## src/rtl/fetch_pkg.sv

```systemverilog
// Shared types and constants for the instruction fetch front end.
package fetch_pkg;

    localparam int unsigned XLEN = 32;

    // Encoding driven on lanes that carry no valid instruction.
    localparam logic [XLEN-1:0] NOP_INSTR = 32'h0000_0013;

    // One queued instruction together with the PC it was fetched from.
    typedef struct packed {
        logic [XLEN-1:0] instr;
        logic [XLEN-1:0] pc;
    } fetch_entry_t;

    // Word-align a redirect target by clearing the byte offset bits.
    function automatic logic [XLEN-1:0] align_pc(input logic [XLEN-1:0] addr);
        return addr & ~XLEN'(3);
    endfunction

endpackage

```

## src/rtl/fetch_queue_unit_iqueue.sv

```systemverilog
// W-write / W-read circular instruction queue with flush.
// Enqueue writes FETCH_WIDTH entries at the tail. Dequeue pops min(count, FETCH_WIDTH)
// entries from the head. Flush empties the queue and overrides both.
module fetch_iqueue
    import fetch_pkg::*;
#(
    parameter int unsigned FETCH_WIDTH = 2,
    parameter int unsigned QUEUE_DEPTH = 8
) (
    input  logic                                clk,
    input  logic                                reset,
    input  logic                                flush,
    input  logic                                enq,
    input  logic                                deq,
    input  fetch_entry_t [FETCH_WIDTH-1:0]      wr_data,
    output fetch_entry_t [FETCH_WIDTH-1:0]      rd_data,
    output logic [$clog2(QUEUE_DEPTH):0]        count
);

    localparam int unsigned PW = $clog2(QUEUE_DEPTH);
    localparam int unsigned CW = PW + 1;

    fetch_entry_t   mem [QUEUE_DEPTH];
    logic [PW-1:0]  head_q;
    logic [PW-1:0]  tail_q;
    logic [CW-1:0]  count_q;
    logic [CW-1:0]  enq_n;
    logic [CW-1:0]  deq_n;

    // Number of entries pushed and popped this cycle.
    always_comb begin
        enq_n = '0;
        deq_n = '0;
        if (enq) begin
            enq_n = CW'(FETCH_WIDTH);
        end
        if (deq) begin
            deq_n = (count_q < CW'(FETCH_WIDTH)) ? count_q : CW'(FETCH_WIDTH);
        end
    end

    // Head/tail/count bookkeeping; pointers wrap naturally at the power-of-2 depth.
    always_ff @(posedge clk or posedge reset) begin
        if (reset) begin
            head_q  <= '0;
            tail_q  <= '0;
            count_q <= '0;
        end else if (flush) begin
            head_q  <= '0;
            tail_q  <= '0;
            count_q <= '0;
        end else begin
            head_q  <= head_q + deq_n[PW-1:0];
            if (enq) begin
                tail_q <= tail_q + PW'(FETCH_WIDTH);
            end
            count_q <= count_q + enq_n - deq_n;
        end
    end

    // Entry storage; written only when a whole group is accepted.
    always_ff @(posedge clk) begin
        if (enq && !flush) begin
            for (int unsigned k = 0; k < FETCH_WIDTH; k++) begin
                mem[tail_q + PW'(k)] <= wr_data[k];
            end
        end
    end

    // Present the oldest FETCH_WIDTH entries, lane 0 at the head.
    always_comb begin
        for (int unsigned i = 0; i < FETCH_WIDTH; i++) begin
            rd_data[i] = mem[head_q + PW'(i)];
        end
    end

    assign count = count_q;

endmodule

```

## src/rtl/fetch_queue_unit.sv

```systemverilog
// N-wide instruction fetch front end: reads FETCH_WIDTH consecutive ROM words per cycle
// into a circular queue and presents up to FETCH_WIDTH entries to decode.
// The ROM image is supplied through ROM_INIT (word i at bits [i*XLEN +: XLEN]).
module fetch_queue_unit
    import fetch_pkg::*;
#(
    parameter int unsigned              FETCH_WIDTH = 2,
    parameter int unsigned              QUEUE_DEPTH = 8,
    parameter int unsigned              IMEM_WORDS  = 256,
    parameter logic [XLEN-1:0]          RESET_PC    = '0,
    parameter logic [XLEN*IMEM_WORDS-1:0] ROM_INIT  = '0
) (
    input  logic                            clk,
    input  logic                            reset,
    input  logic                            redirect_valid,
    input  logic [XLEN-1:0]                 redirect_pc,
    input  logic                            dec_ready,
    output logic [FETCH_WIDTH-1:0]          out_valid,
    output logic [FETCH_WIDTH*XLEN-1:0]     out_instr,
    output logic [FETCH_WIDTH*XLEN-1:0]     out_pc,
    output logic [$clog2(QUEUE_DEPTH):0]    queue_count
);

    localparam int unsigned IW = $clog2(IMEM_WORDS);
    localparam int unsigned CW = $clog2(QUEUE_DEPTH) + 1;
    localparam int unsigned BW = $clog2(XLEN * IMEM_WORDS);

    logic [XLEN-1:0]                 pc_q;
    fetch_entry_t [FETCH_WIDTH-1:0]  wr_data;
    fetch_entry_t [FETCH_WIDTH-1:0]  rd_data;
    logic [CW-1:0]                   count;
    logic                            has_space;
    logic                            fetch_en;
    logic                            pop;

    // Space is judged on the registered count; same-cycle pops are not credited.
    assign has_space = (CW'(QUEUE_DEPTH) - count) >= CW'(FETCH_WIDTH);
    assign fetch_en  = !redirect_valid && has_space;
    assign pop       = dec_ready && !redirect_valid;

    // Build the fetch group from consecutive ROM words, wrapping the word index.
    always_comb begin
        logic [IW-1:0] idx;
        logic [BW-1:0] bit_pos;
        for (int unsigned k = 0; k < FETCH_WIDTH; k++) begin
            idx              = pc_q[IW+1:2] + IW'(k);
            bit_pos          = BW'(idx) * BW'(XLEN);
            wr_data[k].instr = ROM_INIT[bit_pos +: XLEN];
            wr_data[k].pc    = pc_q + XLEN'(4 * k);
        end
    end

    // Fetch PC: redirect wins, otherwise advance only when a group is accepted.
    always_ff @(posedge clk or posedge reset) begin
        if (reset) begin
            pc_q <= RESET_PC;
        end else if (redirect_valid) begin
            pc_q <= align_pc(redirect_pc);
        end else if (fetch_en) begin
            pc_q <= pc_q + XLEN'(4 * FETCH_WIDTH);
        end
    end

    fetch_iqueue #(
        .FETCH_WIDTH (FETCH_WIDTH),
        .QUEUE_DEPTH (QUEUE_DEPTH)
    ) u_iqueue (
        .clk     (clk),
        .reset   (reset),
        .flush   (redirect_valid),
        .enq     (fetch_en),
        .deq     (pop),
        .wr_data (wr_data),
        .rd_data (rd_data),
        .count   (count)
    );

    // Decode-facing lanes; empty lanes carry a NOP and PC 0.
    always_comb begin
        out_valid = '0;
        out_instr = '0;
        out_pc    = '0;
        for (int unsigned i = 0; i < FETCH_WIDTH; i++) begin
            if (count > CW'(i)) begin
                out_valid[i]              = 1'b1;
                out_instr[i*XLEN +: XLEN] = rd_data[i].instr;
                out_pc[i*XLEN +: XLEN]    = rd_data[i].pc;
            end else begin
                out_instr[i*XLEN +: XLEN] = NOP_INSTR;
            end
        end
    end

    assign queue_count = count;

endmodule

```

## config.mk

```make
export PLATFORM = sky130hd
export DESIGN_NAME = fetch_queue_unit
export DESIGN_NICKNAME = d
export VERILOG_FILES = /design/src/rtl/fetch_pkg.sv /design/src/rtl/fetch_queue_unit_iqueue.sv /design/src/rtl/fetch_queue_unit.sv
export SDC_FILE = /design/constraint.sdc
export NUM_CORES = 1
export LEC_CHECK = 0
export CAP_MARGIN = 10
export CORE_MARGIN = 2
export CORE_UTILIZATION = 45
export DETAILED_ROUTE_END_ITERATION = 7
export PLACE_DENSITY = 0.62
export SLEW_MARGIN = 20
export SYNTH_ARGS = -nofsm -noshare
export SYNTH_HDL_FRONTEND = slang
export SYNTH_SLANG_ARGS = --single-unit
```

## constraint.sdc

```tcl
create_clock -name clk -period 7.8 [get_ports clk]
set_clock_uncertainty 0.1 [all_clocks]
set_input_delay 2.34 -clock clk [delete_from_list [all_inputs] [get_ports clk]]
set_output_delay 2.34 -clock clk [all_outputs]
set_load 0.05 [all_outputs]
```

## Yosys cells after proc, flatten, opt, wreduce, memory -nomap -nowiden

Memory sizes are Yosys's and may differ from the RTL's.
Index checks and enable logic that the tools add are counted.

- Memories kept: 1
- Output and inout bits: 134
- Memory bits (writable): 512
- Input port bits: 36
- Register bits: 42
- Word-level logic and storage cells: 43

- Magnitude comparators: 4
- Muxes and demuxes: 17
- Reductions and logical operators: 5
- Shifts and indexed selects: 2
- Add/sub/neg operators: 10

Memory list:

| memory | depth | width | read ports | clocked after memory_dff | write ports | RTL line | text |
|---|---|---|---|---|---|---|---|
| u_iqueue.mem | 8 | 64 | 2 | 0 | 2 | fetch_queue_unit_iqueue.sv:23 | `fetch_entry_t mem [QUEUE_DEPTH];` |

Operator list:

| operator | number |
|---|---|
| $shiftx 8192x14->32 const A | 2 |
| $mux 32 | 6 |
| $add 32x3->32 const B | 1 |
| $add 32x4->32 const B | 1 |
| $mux 4 | 3 |
| $mux 3 | 3 |
| $add 8x1->8 const B | 1 |
| $gt 4x1->1 const B | 2 |
| $add 3x1->3 const B | 2 |
| $add 4x2->4 | 1 |
| $ge 4x2->1 const B | 1 |
| $lt 4x2->1 const B | 1 |
| $mux 1 | 4 |
| $sub 4x4->4 | 1 |
| $sub 4x4->4 const A | 1 |
| $add 3x2->3 const B | 1 |
| $add 3x3->3 | 1 |
| $logic_and 1x1->1 | 3 |
| $mux 2 | 1 |
| $reduce_bool 2->1 | 1 |
| $logic_not 1->1 | 1 |

## Longest topological paths before layout

Gate-level depths: netlist of the first run.

- Word-level depth: 7
- Gate-level depth with buffers: 13
- Depth with buffers taken out: 11

## By module

A second synthesis of the first run with hierarchy kept.

- Cells, all modules: 2318
- Area, all modules: 31391.4 um2

By module, submodules not included:

| module | instances | seq. area each (um2) | area an instance (um2) | cells each |
|---|---|---|---|---|
| fetch_iqueue | 1 | 15600.0 | 28230.8 | 1890 |
| fetch_queue_unit | 1 | 750.7 | 3160.5 | 428 |

## Worst setup path before layout of the first run

Ideal clock, no wire load.

- Path kind: flip-flop to output port
- Start: reg u_iqueue.count_q[1], in the netlist u_iqueue.count[1]
- End: out out_pc[22]
- Path slack: 2509 ps
- Stages on the path, launching flop included: 7
- Data arrival time: 2851 ps
- Required time: 5360 ps
- Buffers on the path: 1
- Cells stage by stage: dfrtp_1 > inv_1 > ha_1 > nand2_1 > inv_1 > clkbuf_1 > nor2_1

- Cells in the longest elaborated chain, start to end: 2

RTL lines:

| item | RTL line | text |
|---|---|---|
| start: declaration | fetch_queue_unit_iqueue.sv:26 | `logic [CW-1:0] count_q;` |
| start signal: assignment | fetch_queue_unit_iqueue.sv:57 | `count_q <= count_q + enq_n - deq_n;` |
| $gt 4x1->1 | fetch_queue_unit.sv:84 | `if (count > CW'(i)) begin` |
| $mux 32 | fetch_queue_unit.sv:84 |  |
| end: declaration | fetch_queue_unit.sv:20 | `output logic [FETCH_WIDTH*XLEN-1:0] out_pc,` |

No other way between the ends.

## Worst setup path after layout of the first run

- Start: reg u_iqueue.head_q[0]
- End: out out_pc[12]

- Cells in the longest elaborated chain, start to end: 2

RTL lines:

| item | RTL line | text |
|---|---|---|
| start: declaration | fetch_queue_unit_iqueue.sv:24 | `logic [PW-1:0] head_q;` |
| start signal: assignment | fetch_queue_unit_iqueue.sv:53 | `head_q <= head_q + deq_n[PW-1:0];` |
| $mem_v2 8x64 | -- |  |
| $mux 32 | fetch_queue_unit.sv:84 |  |

No other way between the ends.

==> results.json, run 1 <==
{
  "status": "completed",
  "grt_pass1_wl_mm": 59.6,
  "fmax_mhz": 151,
  "max_stage_delay_ps": 1000,
  "cp_cell_sequence": "buf_4, mux4_2, mux2i_1, nor2_1, clkdlybuf4s50_1",
  "final_nets": 1339,
  "syn2layout_area_growth_pct": 12.0,
  "cellLeakagePower_nw": 5.99,
  "synth_area_leader_cell": "edfxtp_1",
  "async_flop_share_pct": 14.0,
  "synthTopCellsByArea": "edfxtp_1 (45%), mux4_2 (17%), dfrtp_1 (6.1%), xnor2_1 (5.1%), nand2_1 (4.5%)",
  "r2r_slack_ps": 3700,
  "slowest_stage": "dfrtp_4",
  "swShare_pct": 41.4,
  "ys_warn_count": 0,
  "crit_path_end_kind": "output port",
  "arrival_ps": 4190,
  "ys_seq_area_share_pct": 51.0,
  "synth_cell_types": 48,
  "final.setup.tns_ps": 0,
  "synth-edff-count": 240,
  "dp.cells": 1714,
  "clk_latency_ps": 550,
  "wl_per_cell_um": 22.1,
  "cts-resized-gates": 0,
  "p_switching_mw": 2.67,
  "synthFlopType": "edfxtp_1",
  "clkPwrFrac_pct": 21.5,
  "setup_viol": 0,
  "gp_congestion": 0.826,
  "die_y_um": 193,
  "ys_ff_latch": 279,
  "rr_startpoint": "u_iqueue.count[1]",
  "crit_path_end": "out_pc[12]",
  "path_class": "flop to output port",
  "cts.htree.levels": 1,
  "synth_cells": 1260,
  "power_density_mw_per_mm2": 359,
  "synth_top_area_share_pct": 44.9,
  "clockRootBuffer": "clkbuf_16",
  "synth.area.mux_share_pct": 19.3,
  "post_cts_buffers": 0,
  "netlist_area_mm2": 0.0161,
  "cp.depth": 5,
  "synth_top_family_by_area": "multiplexers",
  "yosysMostFrequentCell": "edfxtp_1",
  "crit_path_start": "u_iqueue.head_q[0]",
  "vias": 9936,
  "die_area_mm2": 0.0372,
  "drive_gt1_share_pct": 16.6,
  "hold_buffers": 0,
  "initial_core_util_pct": 45.5,
  "cts.sinks": 279,
  "drt-pass1-iter-count": 5,
  "synthXorXnorAreaFrac_pct": 7.91,
  "port_buffers": 105,
  "routed_via_density": 5.63,
  "cts_tree": "done",
  "reg2reg_to": "u_iqueue.mem[3][18]",
  "ios": 170,
  "rsz0062_at_grt": "no",
  "antenna_found_initial": 0,
  "wl_mm": 39.0,
  "worst_slew_pin_slew_ps": 1030,
  "coreArea_mm2": 0.0353,
  "initialDrtViolationCount": 943,
  "stdcell_count": 1766,
  "synth.avg_cell_area_um2": 12.7,
  "ant_nets": 0,
  "synth_compound_area_share_pct": 2.08,
  "die_w_um": 193,
  "critPathTopFamily": "buffers and inverters",
  "drc": 0,
  "global_route.overflow_total": 0,
  "row_count": 69,
  "cts.clk_slew.worst_paths_ps": 60,
  "crit_fanout": 68,
  "dp_hpwl_mm": 25.0,
  "finalCritPeriodShare_pct": 85.0,
  "intPower_mw": 3.79,
  "max_cap_violations": 0,
  "required_ps": 5360,
  "p_seq_share_pct": 35.0,
  "antenna_cells": 0,
  "hold_class": "flop to flop",
  "finalMaxSlewViolations": 0,
  "grt_pass1_vias": 9899,
  "crit_buf_inv": 2,
  "combPwrFrac_pct": 43.5,
  "clock_path_buffers": 3,
  "min_period_ps": 6630,
  "slew_headroom_pct": 31.2,
  "hp-start": "u_iqueue.tail_q[1]",
  "vdd_ir_drop_max_mv": 0.277,
  "setup.worst_path.start_class": "flop",
  "netlist_top_cells_count": "edfxtp_1 (240), nand2_1 (193), mux4_2 (120)",
  "cts-buffers-inserted": 29,
  "hold_viol_final": 0,
  "synth_fa_ha_area_share_pct": 1.62,
  "yosys.area_share.simple_pct": 10.8,
  "grt_max_degree": 69,
  "grt_usage_pct": 21.6,
  "rr_worst_depth": 8
}
==> per-layer routing <==
layer / vias to the layer above / routed length [µm] / track usage, %
met1: 5056 / 16600 / 31.1
li1: 4438 / - / -
met5: - / 0 / 0
met3: 61 / 2740 / 2.15
met4: 0 / 745 / 4.70
met2: 381 / 18900 / 35.8
==> power by group through the flow <==
stage	sequential [mW]	clock, mW	combinational, mW
after detailed placement	2.28	0	2.83
after global placement	2.26	0	2.81
after CTS	2.25	1.40	2.84
final	2.26	1.39	2.81
after floorplan	2.14	0	2.09
after global routing	2.29	1.46	2.99
==> state kept, by name (all words and copies together), names as in the netlist <==
register and count:
u_iqueue.mem 240, u_iqueue.tail_q 2, pc_q 30, u_iqueue.head_q 3, u_iqueue.count 4
==> cell families after synthesis <==
kind of cell / after synthesis
flops: 279
buf+inv: 218
other cells: 1
xor+xnor: 145
mux: 158
simple gates: 375
compound gates: 65
fa+ha+maj: 19
==> cells in the final DEF, fill, tap and decap left out, drive strengths merged, types with 6 or more instances in the layout <==
cell and instances:
nand3 16, nor4 6, o21ai 29, buf 20
edfxtp 240, clkbuf 36, dfrtp 39, mux4 120
nand4 26, nor3 8, clkdlybuf4s50 104, mux2i 32
a21oi 31, conb 62, inv 26, ha 16
xnor2 93, mux2 6, nor2 85, nand2 194
nor2b 9, and3 9, xor2 52, clkinv 12
==> worst min-delay path by stage <==
stage / to / slack [ps] / cells past startpoint
after floorplan: u_iqueue.tail_q[1] / 460 / 2
after global placement: u_iqueue.tail_q[1] / 490 / 2
after detailed placement: u_iqueue.tail_q[1] / 490 / 2
after CTS: u_iqueue.tail_q[1] / 510 / 2
after global routing: u_iqueue.tail_q[1] / 570 / 2
final: u_iqueue.tail_q[1] / 500 / 2
==> tightest hold or removal path: stages (launching register included) <==
cell and delay [ps]:
dfrtp_1 400, xnor2_1 90, nor2_1 70
==> metrics by stage <==
stage | util, % | hold WS [ps] | worst slack [ps] | area [µm²] | total power, mW
after floorplan | - | 462 | 2510 | 16300 | 4.23
after global placement | 48.2 | 493 | 1670 | 17000 | 5.07
after detailed placement | 48.2 | 491 | 1640 | 17000 | 5.11
after CTS | 50.9 | 512 | 1070 | 18000 | 6.49
after global routing | 50.9 | 569 | 847 | 18000 | 6.74
final | 50.9 | 502 | 1170 | 18000 | 6.46
==> final cells by class <==
cell class              instances  area (µm²)
multi-input cells             824        6960
fillers                      3049       17300
repair buffers                124        1190
clock inverters                16         164
flip-flops and latches        279        8190
well taps                     461         577
clock buffers                  36         792
inverters                      26        97.6
(Power assumes the default switching activity.)
==> run 2: changes to the inputs <==
--- a/config.mk
+++ b/config.mk
@@ -7,9 +7,9 @@
 export LEC_CHECK = 0
 export CAP_MARGIN = 10
 export CORE_MARGIN = 2
-export CORE_UTILIZATION = 45
+export CORE_UTILIZATION = 60
 export DETAILED_ROUTE_END_ITERATION = 7
-export PLACE_DENSITY = 0.62
+export PLACE_DENSITY = 0.8
 export SLEW_MARGIN = 20
 export SYNTH_ARGS = -nofsm -noshare
 export SYNTH_HDL_FRONTEND = slang
==> run 2 against run 1 <==
  * Cell count shrank 7.3%
  * Routed wire length shrank 3.5%
  * Via count is 2.4% higher
  * Critical path depth up 1
  * Utilization rose by 17 points
  * Non-clock buffer count shrank 3
  * Clock-buffer cell count fell by 5
  * Critical endpoint is now out_pc[61]
  * Largest cell class unchanged
  * Largest power group unchanged
==> results.json, run 2 (synthesized netlist as in run 1, its figures left out) <==
{
  "die_area_mm2": 0.0281,
  "crit_path_end_kind": "output port",
  "fillCellCount": 1792,
  "cts.sinks": 279,
  "post_cts_buffers": 0,
  "vdd_ir_drop_max_mv": 0.322,
  "worst_slew_pin_slew_ps": 1170,
  "fin_area_mm2": 0.0179,
  "finalCritPeriodShare_pct": 86.7,
  "clockRootBuffer": "clkbuf_16",
  "antenna_found_initial": 0,
  "hold_viol_final": 0,
  "drc": 0,
  "cts-buffers-inserted": 28,
  "wl_mm": 37.7,
  "min_period_ps": 6760,
  "cts.htree.levels": 1,
  "ant_nets": 0,
  "final_nets": 1335,
  "setup.worst_path.start_class": "flop",
  "required_ps": 5360,
  "rsz0062_at_grt": "no",
  "regMostFlops": "u_iqueue.mem",
  "setup_viol": 0,
  "utilization_pct": 68.4,
  "final.setup.tns_ps": 0,
  "cts.clk_slew.worst_paths_ps": 60,
  "dp_hpwl_mm": 23.5,
  "routed_via_density": 6.21,
  "initialDrtViolationCount": 1389,
  "cts_tree": "done",
  "hold_class": "flop to flop",
  "rr_startpoint": "u_iqueue.count[1]",
  "coreArea_mm2": 0.0261,
  "path_class": "flop to output port",
  "cellLeakagePower_nw": 6.01,
  "die_w_um": 168,
  "hp-start": "u_iqueue.tail_q[1]",
  "grt_pass1_wl_mm": 57.8,
  "grt_max_degree": 65,
  "arrival_ps": 4320,
  "power_density_mw_per_mm2": 367,
  "finalMaxSlewViolations": 0,
  "slew_headroom_pct": 21.4,
  "max_cap_violations": 0,
  "syn2layout_area_growth_pct": 11.3,
  "clk_latency_ps": 550,
  "cts-resized-gates": 0,
  "finalPower_mw": 6.56,
  "drt-pass1-iter-count": 5,
  "antenna_cells": 0,
  "crit_path_start": "u_iqueue.head_q[0]",
  "global_route.overflow_total": 0,
  "grt_usage_pct": 27.1,
  "hold_buffers": 0,
  "largest_reg_flops": 240,
  "die_y_um": 168,
  "row_count": 59,
  "fmax_mhz": 148,
  "status": "completed",
  "crit_fanout": 59,
  "gp_congestion": 0.838,
  "clock_path_buffers": 3,
  "final_cell_mix": "edfxtp_1 (240), nand2_1 (193), mux4_2 (120)",
  "ios": 170,
  "port_buffers": 105,
  "layout_commonest_cell": "edfxtp_1",
  "vias": 10170,
  "place_area_mm2": 0.0168,
  "wl_per_cell_um": 23.0,
  "drive_gt1_share_pct": 17.0,
  "grt_pass1_vias": 10092,
  "initial_core_util_pct": 61.4
}
run 2: report_power, final:
| part | switching [mW] | internal, mW | leakage [nW] |
|---|---|---|---|
| Combinational | 1.82 | 0.958 | 2.82 |
| Clock | 0.593 | 0.916 | 0.501 |
| Sequential | 0.268 | 2.01 | 2.68 |
run 2: cell type report:
| class | count | area [µm²] | share of cell area, % |
|---|---|---|---|
| Timing Repair Buffer | 121 | 1180 | 6.59 |
| Tap cell | 335 | 419 | 2.35 |
| Inverter | 26 | 97.6 | 0.546 |
| Clock buffer | 31 | 733 | 4.10 |
| Clock inverter | 21 | 305 | 1.71 |
| Sequential cell | 279 | 8190 | 45.8 |
| Multi-Input combinational cell | 824 | 6950 | 38.9 |
run 2: stage by stage:
step	setup slack [ps]	cells	hold slack [ps]
after floorplan	2510	1321	462
after global placement	1660	1585	495
after detailed placement	1630	1585	508
after CTS	1040	1637	523
after global routing	844	1637	557
final	1040	1637	533
run 2: layer usage:
| metal | wire, µm | share of wire [%] | up-vias | GRT usage [%] |
|---|---|---|---|---|
| met2 | 17900 | 47 | 625 | 43.7 |
| met4 | 1230 | 3.3 | 0 | 10.3 |
| met3 | 3850 | 10 | 104 | 4.25 |
| met5 | 0 | 0 | - | 0 |
| met1 | 14700 | 39 | 5016 | 37.9 |
| li1 | - | - | 4425 | - |
run 2: path summary, 6_finish.rpt:
| kind | to | slack [ps] | cells past startpoint |
|---|---|---|---|
| setup / recovery | out_pc[61] | 1040 | 6 |
| hold / removal | u_iqueue.tail_q[1] | 530 | 2 |
| setup reg to reg | u_iqueue.mem[3][4] | 3760 | 8 |
| hold reg to reg | u_iqueue.tail_q[1] | 530 | 2 |
| max in group asynchronous | u_iqueue.head_q[0] | 5110 | 3 |
| min in group asynchronous | pc_q[27] | 2100 | 3 |
run 2: worst max-delay path, stage by stage (launching register included):
cell	delay (ps)
dfrtp_4	1060
ha_2	400
xor2_2	550
buf_4	480
nand2_1	100
a21oi_1	280
clkdlybuf4s50_1	870
==> run 3: changes to the inputs <==
==> constraint.sdc (replaced) <==
create_clock -name clk -period 8.3 [get_ports clk]
set_clock_uncertainty 0.1 [all_clocks]
set_input_delay 2.49 -clock clk [delete_from_list [all_inputs] [get_ports clk]]
set_output_delay 2.49 -clock clk [all_outputs]
set_load 0.05 [all_outputs]
==> run 3 against run 2 <==
  * Global-route usage increased by 0.78 points
  * Clock-buffer cell count up 6
  * Utilization about the same
  * Critical path depth stayed put
  * Power is 5.5% lower
  * Sequential share of layout area hardly changed
  * Flip-flop and latch count stayed put
  * Non-clock buffer count increased by 2
  * Combinational power down 5%
==> results.json, run 3 (synthesized netlist as in run 1, its figures left out) <==
{
  "hold_buffers": 0,
  "clockRootBuffer": "clkbuf_16",
  "crit_path_end_kind": "output port",
  "largest_reg_flops": 240,
  "regMostFlops": "u_iqueue.mem",
  "ant_nets": 0,
  "wl_mm": 38.6,
  "hold_viol_final": 0,
  "cts.htree.levels": 1,
  "clk_latency_ps": 540,
  "grt_pass1_vias": 10456,
  "hold_class": "flop to flop",
  "path_class": "flop to output port",
  "fmax_mhz": 147,
  "final_nets": 1337,
  "coreArea_mm2": 0.0261,
  "cellLeakagePower_nw": 6.02,
  "global_route.overflow_total": 0,
  "slowest_stage": "ha_2",
  "r2r_slack_ps": 4120,
  "setup_slack_ps": 1520,
  "initialDrtViolationCount": 1302,
  "final.setup.tns_ps": 0,
  "pre_cts_ws_ps": 2070,
  "grt_max_degree": 49,
  "slew_headroom_pct": 24.9,
  "crit_buf_inv": 2,
  "power_density_mw_per_mm2": 347,
  "cts.clk_slew.worst_paths_ps": 60,
  "final_cell_mix": "edfxtp_1 (240), nand2_1 (193), mux4_2 (120)",
  "layout_commonest_cell": "edfxtp_1",
  "cts_tree": "done",
  "ios": 170,
  "worst_slew_pin_slew_ps": 1120,
  "finalMaxSlewViolations": 0,
  "arrival_ps": 4190,
  "post_cts_buffers": 0,
  "drive_gt1_share_pct": 16.6,
  "crit_fanout": 34,
  "required_ps": 5710,
  "vias": 10286,
  "drt-pass1-iter-count": 6,
  "hold_ws_ps": 522,
  "max_stage_delay_ps": 960,
  "antenna_found_initial": 0,
  "critPathTopFamily": "buffers and inverters",
  "syn2layout_area_growth_pct": 11.4,
  "vdd_ir_drop_max_mv": 0.415,
  "die_y_um": 168,
  "grt_usage_pct": 27.9,
  "cts-resized-gates": 0,
  "dp_hpwl_mm": 23.8,
  "port_buffers": 105,
  "antenna_cells": 0,
  "routed_via_density": 6.28,
  "status": "completed",
  "min_period_ps": 6780,
  "die_area_mm2": 0.0281,
  "setup_viol": 0,
  "drc": 0,
  "cts.sinks": 279,
  "gp_congestion": 0.828,
  "rsz0062_at_grt": "no",
  "initial_core_util_pct": 61.4,
  "cp_cell_sequence": "ha_2, buf_4, mux4_2, nand2_1, a21oi_1, clkdlybuf4s50_1",
  "row_count": 59,
  "setup.worst_path.start_class": "flop",
  "die_w_um": 168,
  "clock_path_buffers": 3,
  "grt_pass1_wl_mm": 59.2,
  "wl_per_cell_um": 23.6,
  "max_cap_violations": 0,
  "cts-buffers-inserted": 28,
  "finalCritPeriodShare_pct": 81.7
}
run 3: cell types whose count changed in the layout (fill, tap and decap cells not counted):
cell and change:
clkbuf_8 +2, clkinvlp_4 -4, clkinv_2 -2, inv_6 -4
bufinv_16 +1, clkinv_1 +2, buf_12 -1, buf_4 +3
clkbuf_1 +4
run 3: layout make-up:
class                   instances  area [µm²]
flip-flops and latches        279        8190
clock buffers                  37         776
clock inverters                14         268
well taps                     335         419
multi-input cells             824        6950
fillers                      1820        8250
inverters                      26        97.6
repair buffers                123        1180
run 3: path summary, 6_finish.rpt:
check | start | end | depth (start not counted)
worst max register to register | u_iqueue.count[1] | u_iqueue.mem[5][17] | 8
worst max-delay path | u_iqueue.head_q[0] | out_pc[52] | 6
worst min register to register | u_iqueue.tail_q[1] | u_iqueue.tail_q[1] | 2
worst min-delay path | u_iqueue.tail_q[1] | u_iqueue.tail_q[1] | 2
min in group asynchronous | reset | pc_q[25] | 3
max in group asynchronous | reset | u_iqueue.head_q[0] | 3
run 3: layer usage:
| metal | global-route usage, % | share of wire, % | vias up |
|---|---|---|---|
| met2 | 46.4 | 48 | 658 |
| met1 | 36.5 | 38 | 5092 |
| met4 | 10.9 | 3.2 | 0 |
| met5 | 0 | 0 | - |
| li1 | - | - | 4436 |
| met3 | 5.84 | 11 | 100 |
run 3: through the flow:
step                cell area, µm²  total power [mW]  cells  util (%)
global route                 17900              6.42   1638      68.4
global placement             16800              4.71   1587      64.4
CTS                          17900              6.20   1638      68.4
detailed placement           16800              4.78   1587      64.4
finish                       17900              6.20   1638      68.4
floorplan                    16300              3.98   1321         -
run 3: tightest hold or removal path, cell delays in order, from the launching register on:
cell,delay [ps]
dfrtp_1,410
xnor2_1,140
nor2_1,40
run 3: where the power goes:
group | switching [mW] | total, mW | internal (mW)
sequential | 0.244 | 2.13 | 1.89
combinational | 1.74 | 2.64 | 0.900
clock | 0.529 | 1.43 | 0.902
